<file path="config.mk">
export PLATFORM = sky130hd
export DESIGN_NAME = mem_access_ctrl
export DESIGN_NICKNAME = d
export VERILOG_FILES = /design/src/rtl/mem_access_ctrl.sv
export SDC_FILE = /design/constraint.sdc
export NUM_CORES = 1
export LEC_CHECK = 0
export BUFFER_PORTS_ARGS = -buffer_cell sky130_fd_sc_hd__buf_4
export CAP_MARGIN = 25
export CORE_AREA = 2 2 39 41
export CTS_CLUSTER_DIAMETER = 40
export DETAILED_ROUTE_END_ITERATION = 8
export DIE_AREA = 0 0 41 43
export PLACE_DENSITY = 0.68
export SLEW_MARGIN = 20
export SYNTH_ARGS = -nofsm -noshare
export SYNTH_HDL_FRONTEND = slang
export SYNTH_SLANG_ARGS = --single-unit
</file>
<file path="constraint.sdc">
create_clock -name clk -period 2.05 [get_ports clk]
set_input_delay 0.3075 -clock clk [delete_from_list [all_inputs] [get_ports clk]]
set_output_delay 0.3075 -clock clk [all_outputs]
set_load 0.01 [all_outputs]
</file>
<file path="src/rtl/mem_access_ctrl.sv">
// Memory-side access sequencer: steps MAR load, MDR load/capture and the read/write
// strobes for one CPU-issued access, with a wait-state timeout that aborts stalled accesses.
module mem_access_ctrl #(
  parameter int TIMEOUT = 16,
  parameter int CNT_W   = 5
) (
  input  logic             clk,
  input  logic             clr,
  input  logic             start,
  input  logic             rw,
  input  logic             mem_ready,
  output logic             MARin,
  output logic             MDRin,
  output logic             MDR_read,
  output logic             mem_rd,
  output logic             mem_wr,
  output logic             busy,
  output logic             done,
  output logic             err,
  output logic [CNT_W-1:0] wait_cnt
);

  typedef enum logic [2:0] {
    IDLE, LD_MAR, LD_MDR, RD_WAIT, WR_WAIT, DONE, ERR
  } state_t;

  localparam logic [CNT_W-1:0] CNT_LAST = CNT_W'(TIMEOUT - 1);

  state_t state, state_nxt;
  logic   rw_q;
  logic   waiting;

  assign waiting = (state == RD_WAIT) || (state == WR_WAIT);

  always_ff @(posedge clk) begin
    if (clr) begin
      state    <= IDLE;
      rw_q     <= 1'b0;
      wait_cnt <= '0;
    end else begin
      state <= state_nxt;
      if (state == IDLE && start) rw_q <= rw;
      // Both wait states are only ever entered from LD_MAR/LD_MDR, so clear there.
      if (state == LD_MAR || state == LD_MDR)
        wait_cnt <= '0;
      else if (waiting && !mem_ready)
        wait_cnt <= wait_cnt + CNT_W'(1);
    end
  end

  always_comb begin
    state_nxt = state;
    MARin     = 1'b0;
    MDRin     = 1'b0;
    MDR_read  = 1'b0;
    mem_rd    = 1'b0;
    mem_wr    = 1'b0;
    done      = 1'b0;
    err       = 1'b0;
    busy      = (state != IDLE);
    case (state)
      IDLE:    if (start) state_nxt = LD_MAR;
      LD_MAR: begin
        MARin     = 1'b1;
        state_nxt = rw_q ? LD_MDR : RD_WAIT;
      end
      LD_MDR: begin
        MDRin     = 1'b1;
        state_nxt = WR_WAIT;
      end
      RD_WAIT: begin
        mem_rd   = 1'b1;
        MDR_read = 1'b1;
        // Mealy capture: MDR latches Mdatain on the same edge ready is seen.
        if (mem_ready) begin
          MDRin     = 1'b1;
          state_nxt = DONE;
        end else if (wait_cnt == CNT_LAST) begin
          state_nxt = ERR;
        end
      end
      WR_WAIT: begin
        mem_wr = 1'b1;
        if (mem_ready)                   state_nxt = DONE;
        else if (wait_cnt == CNT_LAST)   state_nxt = ERR;
      end
      DONE: begin
        done      = 1'b1;
        state_nxt = IDLE;
      end
      ERR: begin
        err       = 1'b1;
        state_nxt = IDLE;
      end
      default: state_nxt = IDLE;
    endcase
  end

endmodule

</file>
==> metrics.md <==
| Metric | Value |
|---|---|
| Outcome | `finished clean` |
| TritonCTS sink count | `9` |
| Gr ovfl total | `0` |
| Clock Latency Late Sink | `270 ps` |
| Yosys reg bits | `9` |
| Max H-tree Level | `1` |
| Seq/Total Area, Yosys | `32.4%` |
| Arrival time worst endpoint | `1460 ps` |
| Reg2Reg Depth | `7` |
| End of the worst hold path | `state[0]$_SDFFE_PP0P_` |
| Port bufs | `17` |
| Num rows | `14` |
| GPL Wtd Cong | `0.755` |
| Post-Synth Simple-Gate Area | `26.4%` |
| Hold path cells | `2` |
| Post-Place Worst Slack | `448 ps` |
| Mean post-synth cell area | `8.55 µm²` |
| Crit. End Element | `output port` |
| WL final | `1.20 mm` |
| Synth Area in Compound Gates | `18.5%` |
| CTS Hold Bufs | `0` |
| WL per Instance | `12.2 µm` |
| Total power | `0.560 mW` |
| HP Start | `clr` |
| Synth Area in Adders | `4.50%` |
| Die Area | `1760 µm²` |
| Fin worst setup slack | `281 ps` |
| Final setup viols | `0` |
| Iteration-0 DRC Markers | `6` |
| Reg-to-reg slack, setup | `440 ps` |
| Final Hold Viols | `0` |
| Global-route usage over all layers | `15.8%` |
| Actual slew at the worst max-slew pin | `457 ps` |
| Die width | `41 µm` |
| XOR/XNOR Fraction of Synth Area | `7.88%` |
| CTS tree | `built` |
| Vias per inst | `5.14` |
| Crit-path leading delay family | `flip-flops` |
| Mux contribution to synthesized area | `3.60%` |
| PD cells | `784 nW/µm²` |
| Clock skew | `1.22 ps` |
| Period Utilization, post-route | `86.3%` |
| IO Count | `18` |
| Critical R2R Capture | `state[0]$_SDFFE_PP0P_` |
| Startpoint Class | `register` |
| TNS Setup | `0 ps` |
| Max cap viols | `0` |
| Critical Path RT | `1740 ps` |
| Post-layout min period | `1770 ps` |
| Clk buf depth | `2` |
| Antenna violations before repair | `0` |
| Critical path type | `reg -> out` |
| F_max | `565 MHz` |
| Clock transition at path regs | `60 ps` |
| First-pass GRT wire length | `1.85 mm` |
| Hold Crit Class | `in -> reg` |
| Initial core utilization | `40.1%` |
| Synthesized area | `556 µm²` |
| Pin count of the biggest net entering global routing | `14` |
| Worst vdd ir | `0.356 mV` |
| CP Max Fanout | `13` |
| Final Max Slew Viols | `0` |
| Largest family of logic cells by synthesized area | `simple AND/OR/NAND/NOR gates` |
| Worst-path cell chain | `nand3b_1, inv_2, buf_4` |
| Detailed-route via count | `509` |
| Worst stage delay on the critical path | `590 ps` |
| # Post-CTS Setup Buffers | `0` |
| Final #Nets | `91` |
| Hpwl dp | `900 µm` |
| Worst path buffer plus inverter count | `2` |
| DR pass1 iterations | `2` |
| Area growth syn-to-layout | `28.6%` |
| Leakage Power | `0.309 nW` |
| Number of global-route vias before repair | `420` |
| Final ANT Viol Nets | `0` |
| Net Count, Synth | `72` |
| Cts bufs inserted | `3` |
| Yosys warnings | `0` |
| Root buffer cell | `clkbuf_4` |
| Post-CTS sizing | `0` |
| Core area | `1380 µm²` |
| Syn Inst Count | `65` |
| Die height | `43 µm` |
| Yosys cell types | `30` |
| # DRC | `0` |
| Hold_ws | `228 ps` |
| CP max-delay cell | `dfxtp_1` |
| Antenna cell count | `0` |
| R2R Path Start | `wait_cnt[0]$_SDFFE_PP0P_` |
| Slew Limit Headroom | `69.5%` |
| RSZ-0062 raised after global routing | `no` |
| Fraction of layout cells with a size suffix above 1 | `33.7%` |
-- per-layer routing --
layer	part of all wire, %	GRT usage (%)	up-vias
met2	48	21.3	8
met1	47	22.0	238
li1	-	-	260
met5	0	0	-
met3	2.6	3.14	3
met4	2.5	10.0	0
-- stage by stage --
step	instances	utilization [%]	cell area, µm²
after floorplan	65	-	556
after global placement	95	49.7	688
after detailed placement	95	49.7	688
after CTS	99	51.6	714
after global routing	99	51.6	714
final	99	51.6	714
-- cells in the mapped netlist --
cell | count | area (µm²)
nand3_1 | 2 | 10.0
nor2_1 | 10 | 37.5
o21bai_1 | 1 | 7.51
nand2b_1 | 1 | 6.26
a21oi_1 | 4 | 20.0
inv_1 | 2 | 7.51
o211ai_1 | 1 | 7.51
ha_1 | 2 | 25.0
a211oi_2 | 2 | 25.0
a21oi_4 | 1 | 16.3
o31ai_1 | 1 | 7.51
mux2i_1 | 2 | 20.0
xnor2_1 | 4 | 35.0
nor3b_1 | 1 | 7.51
dfxtp_1 | 9 | 180
a221o_1 | 1 | 10.0
xor2_1 | 1 | 8.76
or2b_1 | 1 | 7.51
nor2_2 | 1 | 6.26
nand3b_1 | 3 | 22.5
or3_1 | 1 | 6.26
nor3_1 | 1 | 5.00
nand2_1 | 3 | 11.3
buf_2 | 3 | 15.0
buf_4 | 1 | 7.51
and3_1 | 1 | 6.26
o22a_1 | 1 | 8.76
inv_2 | 2 | 7.51
or3b_4 | 1 | 11.3
and3b_1 | 1 | 8.76
-- layout make-up --
| type | instances | area [µm²] |
|---|---|---|
| clock buffer | 4 | 26.3 |
| fill | 139 | 669 |
| timing repair buffer | 18 | 135 |
| multi-input combinational | 48 | 338 |
| inverter | 4 | 15.0 |
| sequential | 9 | 180 |
| tap | 16 | 20.0 |
-- cell families after synthesis --
group	Yosys count
simple gates	27
fa+ha+maj	2
buf+inv	8
compound gates	12
xor+xnor	5
flops	9
mux	2
-- flip-flops by register name, indices dropped and copies added (netlist names) --
signal,count
state,3
wait_cnt,5
rw_q,1
-- worst max-delay path by stage --
stage                             startpoint                     to  slack [ps]  cells after the start
floorplan           wait_cnt[0]$_SDFFE_PP0P_  state[0]$_SDFFE_PP0P_         530                      7
global placement    wait_cnt[0]$_SDFFE_PP0P_  state[0]$_SDFFE_PP0P_         520                      7
detailed placement  wait_cnt[0]$_SDFFE_PP0P_  state[0]$_SDFFE_PP0P_         450                      7
CTS                    state[1]$_SDFFE_PP0P_               MDR_read         270                      3
global route           state[1]$_SDFFE_PP0P_               MDR_read         190                      3
finish                 state[1]$_SDFFE_PP0P_               MDR_read         280                      3
-- report_power, final --
| group | leakage [nW] | switching (mW) | total (mW) | internal [mW] |
|---|---|---|---|---|
| sequential | 0.0733 | 0.0321 | 0.223 | 0.191 |
| combinational | 0.221 | 0.0925 | 0.193 | 0.101 |
| clock | 0.0150 | 0.0685 | 0.144 | 0.0754 |
-- cell usage in the layout (no fill, tap or decap) --
cell type	n
o211ai_1	1
and3_1	1
buf_4	18
o22a_1	1
nor2_2	1
inv_1	2
clkbuf_4	3
nor3_1	1
and3b_1	1
xnor2_1	4
a211oi_2	2
mux2i_1	2
o31ai_1	1
nand3b_1	3
inv_2	2
or2b_1	1
nand2_1	3
xor2_1	1
ha_1	2
clkbuf_1	1
a221o_1	1
nand2b_1	1
a21oi_1	4
dfxtp_1	9
o21bai_1	1
nand3_1	2
a21oi_4	1
or3_1	1
or3b_4	1
nor2_1	10
nor3b_1	1
Note: power is estimated with default switching activity, not from simulation.
